`src/rtl/rom_arbiter.sv`:
```
// rom_arbiter: two-master arbiter and access sequencer for the 16 KB program ROM.
// Latency: a request seen at grant edge E0 returns ack at E2 with nominal ROM (one access per 4 cycles).
// Backpressure: requests are level-held; a master waits in IDLE until granted, and there is no abort once granted.
//
// Ports:
//   xsoc_rom_clock, reset          - clock, synchronous active-high reset
//   m0_req/m0_addr -> m0_ack/m0_rdata/m0_err  - instruction-fetch master
//   m1_req/m1_addr -> m1_ack/m1_rdata/m1_err  - data-bus/debug master
//   rom_addr, rom_cs_, rom_as_     - ROM address and active-low strobes
//   rom_rdy_, rom_data             - ROM registered ready (active low) and read data
//   busy                           - high whenever the sequencer is not idle
module rom_arbiter #(
  parameter int ADDR_W  = 12,
  parameter int DATA_W  = 32,
  parameter int TIMEOUT = 15
) (
  input  logic              xsoc_rom_clock,
  input  logic              reset,
  input  logic              m0_req,
  input  logic [ADDR_W-1:0] m0_addr,
  output logic              m0_ack,
  output logic [DATA_W-1:0] m0_rdata,
  output logic              m0_err,
  input  logic              m1_req,
  input  logic [ADDR_W-1:0] m1_addr,
  output logic              m1_ack,
  output logic [DATA_W-1:0] m1_rdata,
  output logic              m1_err,
  output logic [ADDR_W-1:0] rom_addr,
  output logic              rom_cs_,
  output logic              rom_as_,
  input  logic              rom_rdy_,
  input  logic [DATA_W-1:0] rom_data,
  output logic              busy
);

  typedef enum logic [1:0] {
    IDLE   = 2'd0,
    ACCESS = 2'd1,
    DONE   = 2'd2
  } state_t;

  // Last cycle of the rdy_ wait window; the counter starts at 0 on the grant edge.
  localparam logic [7:0] TO_LAST = 8'(TIMEOUT - 1);

  state_t            state_q, state_d;
  // last_grant also identifies the master owning the access in flight (0 = m0, 1 = m1).
  logic              last_grant_q, last_grant_d;
  logic [7:0]        cnt_q, cnt_d;

  logic [ADDR_W-1:0] rom_addr_d;
  logic              rom_cs_d, rom_as_d, busy_d;
  logic              m0_ack_d, m0_err_d, m1_ack_d, m1_err_d;
  logic [DATA_W-1:0] m0_rdata_d, m1_rdata_d;

  logic              grant_m1;
  logic              fin;
  logic              fin_err;
  logic [DATA_W-1:0] fin_data;

  always_ff @(posedge xsoc_rom_clock) begin
    if (reset) begin
      state_q      <= IDLE;
      last_grant_q <= 1'b1;
      cnt_q        <= '0;
      rom_addr     <= '0;
      rom_cs_      <= 1'b1;
      rom_as_      <= 1'b1;
      busy         <= 1'b0;
      m0_ack       <= 1'b0;
      m0_err       <= 1'b0;
      m0_rdata     <= '0;
      m1_ack       <= 1'b0;
      m1_err       <= 1'b0;
      m1_rdata     <= '0;
    end else begin
      state_q      <= state_d;
      last_grant_q <= last_grant_d;
      cnt_q        <= cnt_d;
      rom_addr     <= rom_addr_d;
      rom_cs_      <= rom_cs_d;
      rom_as_      <= rom_as_d;
      busy         <= busy_d;
      m0_ack       <= m0_ack_d;
      m0_err       <= m0_err_d;
      m0_rdata     <= m0_rdata_d;
      m1_ack       <= m1_ack_d;
      m1_err       <= m1_err_d;
      m1_rdata     <= m1_rdata_d;
    end
  end

  always_comb begin
    state_d      = state_q;
    last_grant_d = last_grant_q;
    cnt_d        = cnt_q;
    rom_addr_d   = rom_addr;
    rom_cs_d     = rom_cs_;
    rom_as_d     = rom_as_;
    m0_ack_d     = 1'b0;
    m1_ack_d     = 1'b0;
    m0_err_d     = m0_err;
    m1_err_d     = m1_err;
    m0_rdata_d   = m0_rdata;
    m1_rdata_d   = m1_rdata;
    grant_m1     = 1'b0;
    fin          = 1'b0;
    fin_err      = 1'b0;
    fin_data     = '0;

    case (state_q)
      IDLE: begin
        if (m0_req || m1_req) begin
          // On conflict the master that did not win last time goes first.
          grant_m1     = m1_req && (!m0_req || !last_grant_q);
          last_grant_d = grant_m1;
          rom_addr_d   = grant_m1 ? m1_addr : m0_addr;
          rom_cs_d     = 1'b0;
          rom_as_d     = 1'b0;
          cnt_d        = '0;
          state_d      = ACCESS;
        end
      end

      ACCESS: begin
        if (!rom_rdy_) begin
          fin      = 1'b1;
          fin_data = rom_data;
        end else if (cnt_q == TO_LAST) begin
          fin      = 1'b1;
          fin_err  = 1'b1;
        end else begin
          cnt_d = cnt_q + 8'd1;
        end

        if (fin) begin
          rom_cs_d = 1'b1;
          rom_as_d = 1'b1;
          state_d  = DONE;
          if (last_grant_q) begin
            m1_ack_d   = 1'b1;
            m1_rdata_d = fin_data;
            m1_err_d   = fin_err;
          end else begin
            m0_ack_d   = 1'b1;
            m0_rdata_d = fin_data;
            m0_err_d   = fin_err;
          end
        end
      end

      // Requests are deliberately ignored here so a master can drop req on its ack.
      DONE: state_d = IDLE;

      default: state_d = IDLE;
    endcase

    busy_d = (state_d != IDLE);
  end

endmodule
```
`config.mk`:
```
export PLATFORM = sky130hd
export DESIGN_NAME = rom_arbiter
export DESIGN_NICKNAME = d
export VERILOG_FILES = /design/src/rtl/rom_arbiter.sv
export SDC_FILE = /design/constraint.sdc
export NUM_CORES = 1
export LEC_CHECK = 0
export BUFFER_PORTS_ARGS = -buffer_cell sky130_fd_sc_hd__buf_2
export CAP_MARGIN = 20
export CELL_PAD_IN_SITES_DETAIL_PLACEMENT = 0
export CELL_PAD_IN_SITES_GLOBAL_PLACEMENT = 1
export CORE_ASPECT_RATIO = 0.9
export CORE_MARGIN = 2
export CORE_UTILIZATION = 38
export DETAILED_ROUTE_END_ITERATION = 8
export GPL_TIMING_DRIVEN = 0
export PLACE_DENSITY = 0.92
export SYNTH_ARGS = -nofsm -noshare
export SYNTH_HDL_FRONTEND = slang
export SYNTH_SLANG_ARGS = --single-unit
export TNS_END_PERCENT = 50
```
`constraint.sdc`:
```
create_clock -name xsoc_rom_clock -period 5.3 [get_ports xsoc_rom_clock]
set_clock_uncertainty 0.2 [all_clocks]
set_input_delay 0.795 -clock xsoc_rom_clock [delete_from_list [all_inputs] [get_ports xsoc_rom_clock]]
set_output_delay 0.795 -clock xsoc_rom_clock [all_outputs]
set_load 0.005 [all_outputs]
```
==> flow_summary.json, run 1 <==
{
  "outcome": "finished clean",
  "synth_top_flop_cell": "dfxtp_1",
  "fin_crit_ns": 2.03,
  "gp_congestion": 0.782,
  "rsz0062_at_grt": "false",
  "clock_latency_ns": 0.35,
  "fillers": 971,
  "cts_tree": "built",
  "setup_viol": 0,
  "ys_seq_area_share_pct": 48.8,
  "path_clk_slew_ns": 0.08,
  "die_y_um": 99.0,
  "vias": 3774,
  "cap_violations": 0,
  "cp_max_fo": 10,
  "clock_sinks": 93,
  "core-area_um2": 9700,
  "hp-class": "flop to flop",
  "cts_buffer_depth": 2,
  "synth_edf_count": 0,
  "initial_core_util_pct": 39.3,
  "crit_slowest_cell": "dfxtp_1",
  "switching_share_pct": 26.4,
  "mostFrequentLayoutCells": "buf_2 (150), dfxtp_1 (93), a21oi_1 (72), nand2_1 (69), o21ai_0 (51)",
  "ys_ff_latch": 93,
  "clockRootBuffer": "clkbuf_8",
  "cp-start-kind": "flop",
  "first_pass_iters": 4,
  "worst-path-buf-inv": 3,
  "die-area_um2": 10900,
  "crit_type": "flop to flop",
  "hold_violations": 0,
  "pwr-share-seq_pct": 52.8,
  "max_stage_delay_ns": 0.43,
  "numCtsBuffers": 9,
  "synth_area_um2": 3810,
  "synth.top_cell.area_share_pct": 48.8,
  "multi_input_area_um2": 1760,
  "ant_nets": 0,
  "grtUsageTotal_pct": 20.0,
  "post_cts_resized": 0,
  "synthCells": 456,
  "vias_per_cell": 5.09,
  "p_leak_uw": 0.00206,
  "drt_iter0_markers": 176,
  "path_cells": "inv_1 -> ha_1 -> and4b_4 -> a21oi_4 -> buf_4 -> buf_6 -> o21ai_1 -> a21oi_1",
  "drive_gt1_share_pct": 29.5,
  "setup-tns-final_ns": 0,
  "nets": 672,
  "pre_cts_ws_ns": 2.92,
  "worstPathArrival_ns": 2.11,
  "power_frac_clock_pct": 33.4,
  "worst_pin_slew_ns": 0.609,
  "p_per_area_nw_per_um2": 289,
  "final_common_cell": "buf_2",
  "layout_setup_ws_ns": 3.27,
  "gr-total-overflow": 0,
  "io_pins": 144,
  "peakVddDrop_mv": 0.120,
  "row_count": 34,
  "cts_max_level": 3,
  "cp.required_ns": 5.38,
  "yosys.area.top_type": "dfxtp_1",
  "p_switching_uw": 373,
  "antenna_found_initial": 0,
  "synthesis.nets": 519,
  "numPortBuffers": 142,
  "pwr-share-comb_pct": 13.8,
  "dieWidth_um": 110,
  "yosys-top-cells-area": "dfxtp_1 (49%), a21oi_1 (9.5%), nand2_1 (6.8%)",
  "max_freq_ghz": 0.492,
  "intPower_uw": 1040,
  "wl_per_cell_um": 14.7,
  "dp_hpwl_um": 8280,
  "grt_max_degree": 15,
  "drt_wl_total_um": 10900,
  "yosysWarningCount": 0,
  "fin_crit_sh_pct": 38.3,
  "slew_headroom_pct": 59.0,
  "cts_setup_buffers": 0,
  "cp-end-kind": "flop",
  "seqCellArea_um2": 1860,
  "slew_viol_final": 0,
  "yosysUniqueCellTypes": 40,
  "hold_buffers": 0,
  "drc": 0,
  "grt_pass1_wl_um": 17100,
  "syn_to_final_growth_pct": 27.9,
  "syn_avg_cell_area_um2": 8.36,
  "async_reset_ff_share_pct": 0,
  "critPathTopFamily": "buffers and inverters",
  "grt_pass1_vias": 3587
}
==> final cells by class <==
cell class | instances | share of cell area (%)
diodes | 1 | 0.0513
plain buffers | 37 | 3.70
clock buffers | 12 | 2.98
clock inverters | 4 | 0.975
inverters | 4 | 0.308
multi-input cells | 322 | 36.0
flip-flops and latches | 93 | 38.2
well taps | 126 | 3.23
repair buffers | 142 | 14.6
==> state kept, by name (all words and copies together) (netlist names) <==
| signal | cells |
|---|---|
| busy | 1 |
| cnt_q | 8 |
| last_grant_q | 1 |
| m0_ack | 1 |
| m0_err | 1 |
| m0_rdata | 32 |
| m1_ack | 1 |
| m1_err | 1 |
| m1_rdata | 32 |
| rom_addr | 12 |
| rom_as_ | 1 |
| state_q | 2 |
==> logic make-up (layout without fill, tap and decap cells) <==
logic type      count (synthesis)  in the layout  share of synthesized area, %
buf+inv                        41            199                          5.12
fa+ha+maj                       2              2                         0.656
other cells                     0              1                             0
mux                            12             12                          3.15
compound gates                164            164                          23.8
flops                          93             93                          48.8
xor+xnor                        3              3                         0.689
simple gates                  141            141                          17.8
==> cell usage after synthesis (2+ instances only) <==
| cell type | count |
|---|---|
| dfxtp_1 | 93 |
| a21oi_1 | 72 |
| nand2_1 | 69 |
| o21ai_0 | 51 |
| nor2b_1 | 32 |
| clkbuf_1 | 19 |
| o21ai_1 | 19 |
| nor2_1 | 17 |
| a211oi_1 | 14 |
| mux2i_1 | 12 |
| buf_2 | 8 |
| nor3_1 | 5 |
| clkbuf_2 | 4 |
| inv_1 | 4 |
| buf_4 | 3 |
| xnor2_1 | 3 |
| and2_1 | 2 |
| buf_6 | 2 |
| ha_1 | 2 |
| nand2b_1 | 2 |
| nand4_1 | 2 |
| nor4_1 | 2 |
| or3_1 | 2 |
==> through the flow <==
stage	hold WS (ns)	area, µm²	std cells	power (µW)	util (%)
5_1_grt	0.298	4870	740	1480	50.2
4_1_cts	0.280	4870	740	1420	50.2
3_3_place_gp	0.259	4680	724	951	48.3
6_report	0.280	4880	741	1410	50.3
3_5_place_dp	0.267	4680	724	957	48.3
2_1_floorplan	0.270	3810	456	870	-
==> path summary, 6_finish.rpt <==
path | start | endpoint | slack [ns] | cells after the start
worst max-delay path | cnt_q[0]$_SDFFE_PP0P_ | m0_rdata[25]$_SDFFE_PP0P_ | 3.27 | 8
worst min register to register | m1_rdata[12]$_SDFFE_PP0P_ | m1_rdata[12]$_SDFFE_PP0P_ | 0.28 | 2
worst min-delay path | m1_rdata[12]$_SDFFE_PP0P_ | m1_rdata[12]$_SDFFE_PP0P_ | 0.28 | 2
worst max register to register | cnt_q[0]$_SDFFE_PP0P_ | m0_rdata[25]$_SDFFE_PP0P_ | 3.27 | 8
==> metal layers <==
layer,GRT usage [%],vias to the layer above,wire length [µm]
met5,0,-,0
met4,6.82,0,211
met3,5.82,17,794
met2,32.5,118,4940
met1,25.3,1764,4940
li1,-,1875,-
==> power groups by stage <==
| stage | registers [µW] | logic [µW] | clock network, µW |
|---|---|---|---|
| floorplan | 762 | 108 | 0 |
| global placement | 760 | 191 | 0 |
| detailed placement | 761 | 196 | 0 |
| CTS | 745 | 196 | 481 |
| global route | 749 | 217 | 511 |
| finish | 745 | 194 | 472 |
==> worst register-to-register path, stage by stage (launching register included) <==
cell and delay (ns):
dfxtp_1 0.43, inv_1 0.07, ha_1 0.23, and4b_4 0.22
a21oi_4 0.18, buf_4 0.21, buf_6 0.16, o21ai_1 0.08
a21oi_1 0.17
Note: power is estimated with default switching activity, not from simulation.
==> run 2: changes to the inputs <==
- CORE_UTILIZATION: 38 -> 31
- PLACE_DENSITY: 0.92 -> 0.81
- clock period: 5.3 -> 1.65 ns (I/O delays scaled with it)
==> run 2 against run 1 <==
  * The run now ends with setup timing left
  * Clock power rose to 4.7 times the previous value
  * Die area rose by 22%
  * Power rose to 3.8 times the previous value
  * Critical path depth did not move
  * Global-route usage fell by 2.9 points
  * Count of clock-buffer cells in the layout fell by 3
  * Largest power group unchanged
  * Final cell count rose by 4.9%
==> flow_summary.json, run 2 (same netlist as run 1, synthesis figures left out) <==
{
  "outcome": "finished with violations",
  "violations": "setup timing",
  "min_from": "m0_addr[11]",
  "path_clk_slew_ns": 0.07,
  "grtUsageTotal_pct": 17.1,
  "cap_violations": 0,
  "gp_congestion": 0.817,
  "drt_wl_total_um": 11300,
  "top_regs": "m0_rdata: 32 flops, m1_rdata: 32 flops, rom_addr: 12 flops",
  "grt_max_degree": 17,
  "first_pass_iters": 4,
  "drc": 0,
  "fillers": 1211,
  "numCtsBuffers": 9,
  "dp_hpwl_um": 8450,
  "syn_to_final_growth_pct": 37.4,
  "initial_core_util_pct": 31.7,
  "cp_max_fo": 10,
  "clock_sinks": 93,
  "clock_latency_ns": 0.34,
  "cp-end-kind": "flop",
  "setup_viol": 42,
  "max_freq_ghz": 0.584,
  "slew_headroom_pct": 48.1,
  "final_util_pct": 43.6,
  "reg2reg_from": "cnt_q[0]$_SDFFE_PP0P_",
  "worst_pin_slew_ns": 0.770,
  "drive_gt1_share_pct": 34.5,
  "grt_pass1_wl_um": 17500,
  "seqCellArea_um2": 1870,
  "mostFrequentLayoutCells": "buf_2 (148), dfxtp_1 (90), a21oi_1 (70), nand2_1 (67)",
  "core-area_um2": 12000,
  "cp.required_ns": 1.72,
  "numPortBuffers": 142,
  "vias": 3736,
  "antenna_cells": 0,
  "nets": 675,
  "cp-start-kind": "flop",
  "ant_nets": 0,
  "cts_max_level": 3,
  "die_y_um": 109,
  "drt_iter0_markers": 203,
  "rsz0062_at_grt": "true",
  "fin_crit_ns": 1.71,
  "vias_per_cell": 4.81,
  "clockRootBuffer": "clkbuf_16",
  "crit_type": "flop to flop",
  "grt_pass1_vias": 3485,
  "multi_input_area_um2": 1860,
  "setup-tns-final_ns": -1.31,
  "worstPathArrival_ns": 1.79,
  "wl_per_cell_um": 14.6,
  "p_leak_uw": 0.00218,
  "fin_crit_sh_pct": 104,
  "hp-class": "input port to flop",
  "cp-startpoint": "cnt_q[0]$_SDFFE_PP0P_",
  "hold_violations": 0,
  "gr-total-overflow": 0,
  "cts_tree": "built",
  "slew_viol_final": 0,
  "row_count": 38,
  "layout_setup_ws_ns": -0.0636,
  "antenna_found_initial": 0,
  "die-area_um2": 13200,
  "final_common_cell": "buf_2",
  "io_pins": 144,
  "dieWidth_um": 121,
  "cts_buffer_depth": 2,
  "p_per_area_nw_per_um2": 1010,
  "peakVddDrop_mv": 0.557
}
==> run 2: cell types whose count changed in the layout (fill, tap and decap cells not counted), moves of 3 or more <==
cell,delta
o21ai_2,+3
o21ai_1,+14
o21ai_0,-18
dfxtp_1,-3
buf_4,+6
clkbuf_1,-9
clkbuf_4,+4
clkbuf_8,-10
clkbuf_16,+9
==> run 2: what timing repair did <==
| item | in CTS | in global routing |
|---|---|---|
| setup buffers | 2 | 1 |
| endpoints found under the setup margin | 80 | 85 |
| pin swaps | 9 | 5 |
| hold buffers | 0 | 0 |
| resized for setup | 26 | 47 |
| gates cloned | 0 | 0 |
==> run 2: stage by stage <==
stage / setup WS (ns) / cell area (µm²) / power [µW] / hold WS, ns / instances
6_report: -0.0636 / 5240 / 5310 / 0.0359 / 777
5_1_grt: -0.126 / 5240 / 5550 / 0.0448 / 777
4_1_cts: -0.0966 / 5130 / 5350 / 0.0237 / 776
3_5_place_dp: -0.257 / 4740 / 3080 / 0.264 / 758
3_3_place_gp: -0.233 / 4740 / 3070 / 0.260 / 758
2_1_floorplan: -0.00495 / 3830 / 2800 / 0.230 / 456
==> run 2: where the power goes <==
| part | switching [µW] | internal (µW) | leakage [µW] |
|---|---|---|---|
| Sequential | 56.2 | 2340 | 0.000758 |
| Clock | 894 | 1330 | 0.000156 |
| Combinational | 392 | 295 | 0.00126 |
==> run 2: final timing paths <==
check,end,slack (ns),cells past startpoint
hold reg to reg,m1_rdata[14]$_SDFFE_PP0P_,0.27,2
hold / removal,rom_addr[11]$_SDFFE_PP0P_,0.04,3
setup / recovery,m1_rdata[3]$_SDFFE_PP0P_,-0.06,8
setup reg to reg,m1_rdata[3]$_SDFFE_PP0P_,-0.06,8
==> run 2: final cells by class <==
class,count,share of cell area (%)
sequential,93,35.7
clock inverter,7,1.89
tap,160,3.82
buffer,37,4.37
timing repair buffer,145,14.2
clock buffer,9,4.30
multi-input combinational,322,35.4
inverter,4,0.287
==> run 2: worst max-delay path: stages (launching register included) <==
cell and delay, ns:
dfxtp_4 0.35, inv_2 0.04, ha_4 0.15, and4b_4 0.20, a21oi_4 0.20, buf_6 0.16, buf_8 0.14, o21ai_1 0.08
a21oi_1 0.14
==> run 2: layer usage <==
metal  wire length, µm  share of wire, %  global-route usage, %  up-vias
li1                  -                 -                      -     1883
met5                 0                 0                      0        -
met1              4980                44                   21.5     1726
met2              5520                49                   28.1      116
met3               686               6.1                   4.55       11
met4               150               1.3                   6.23        0
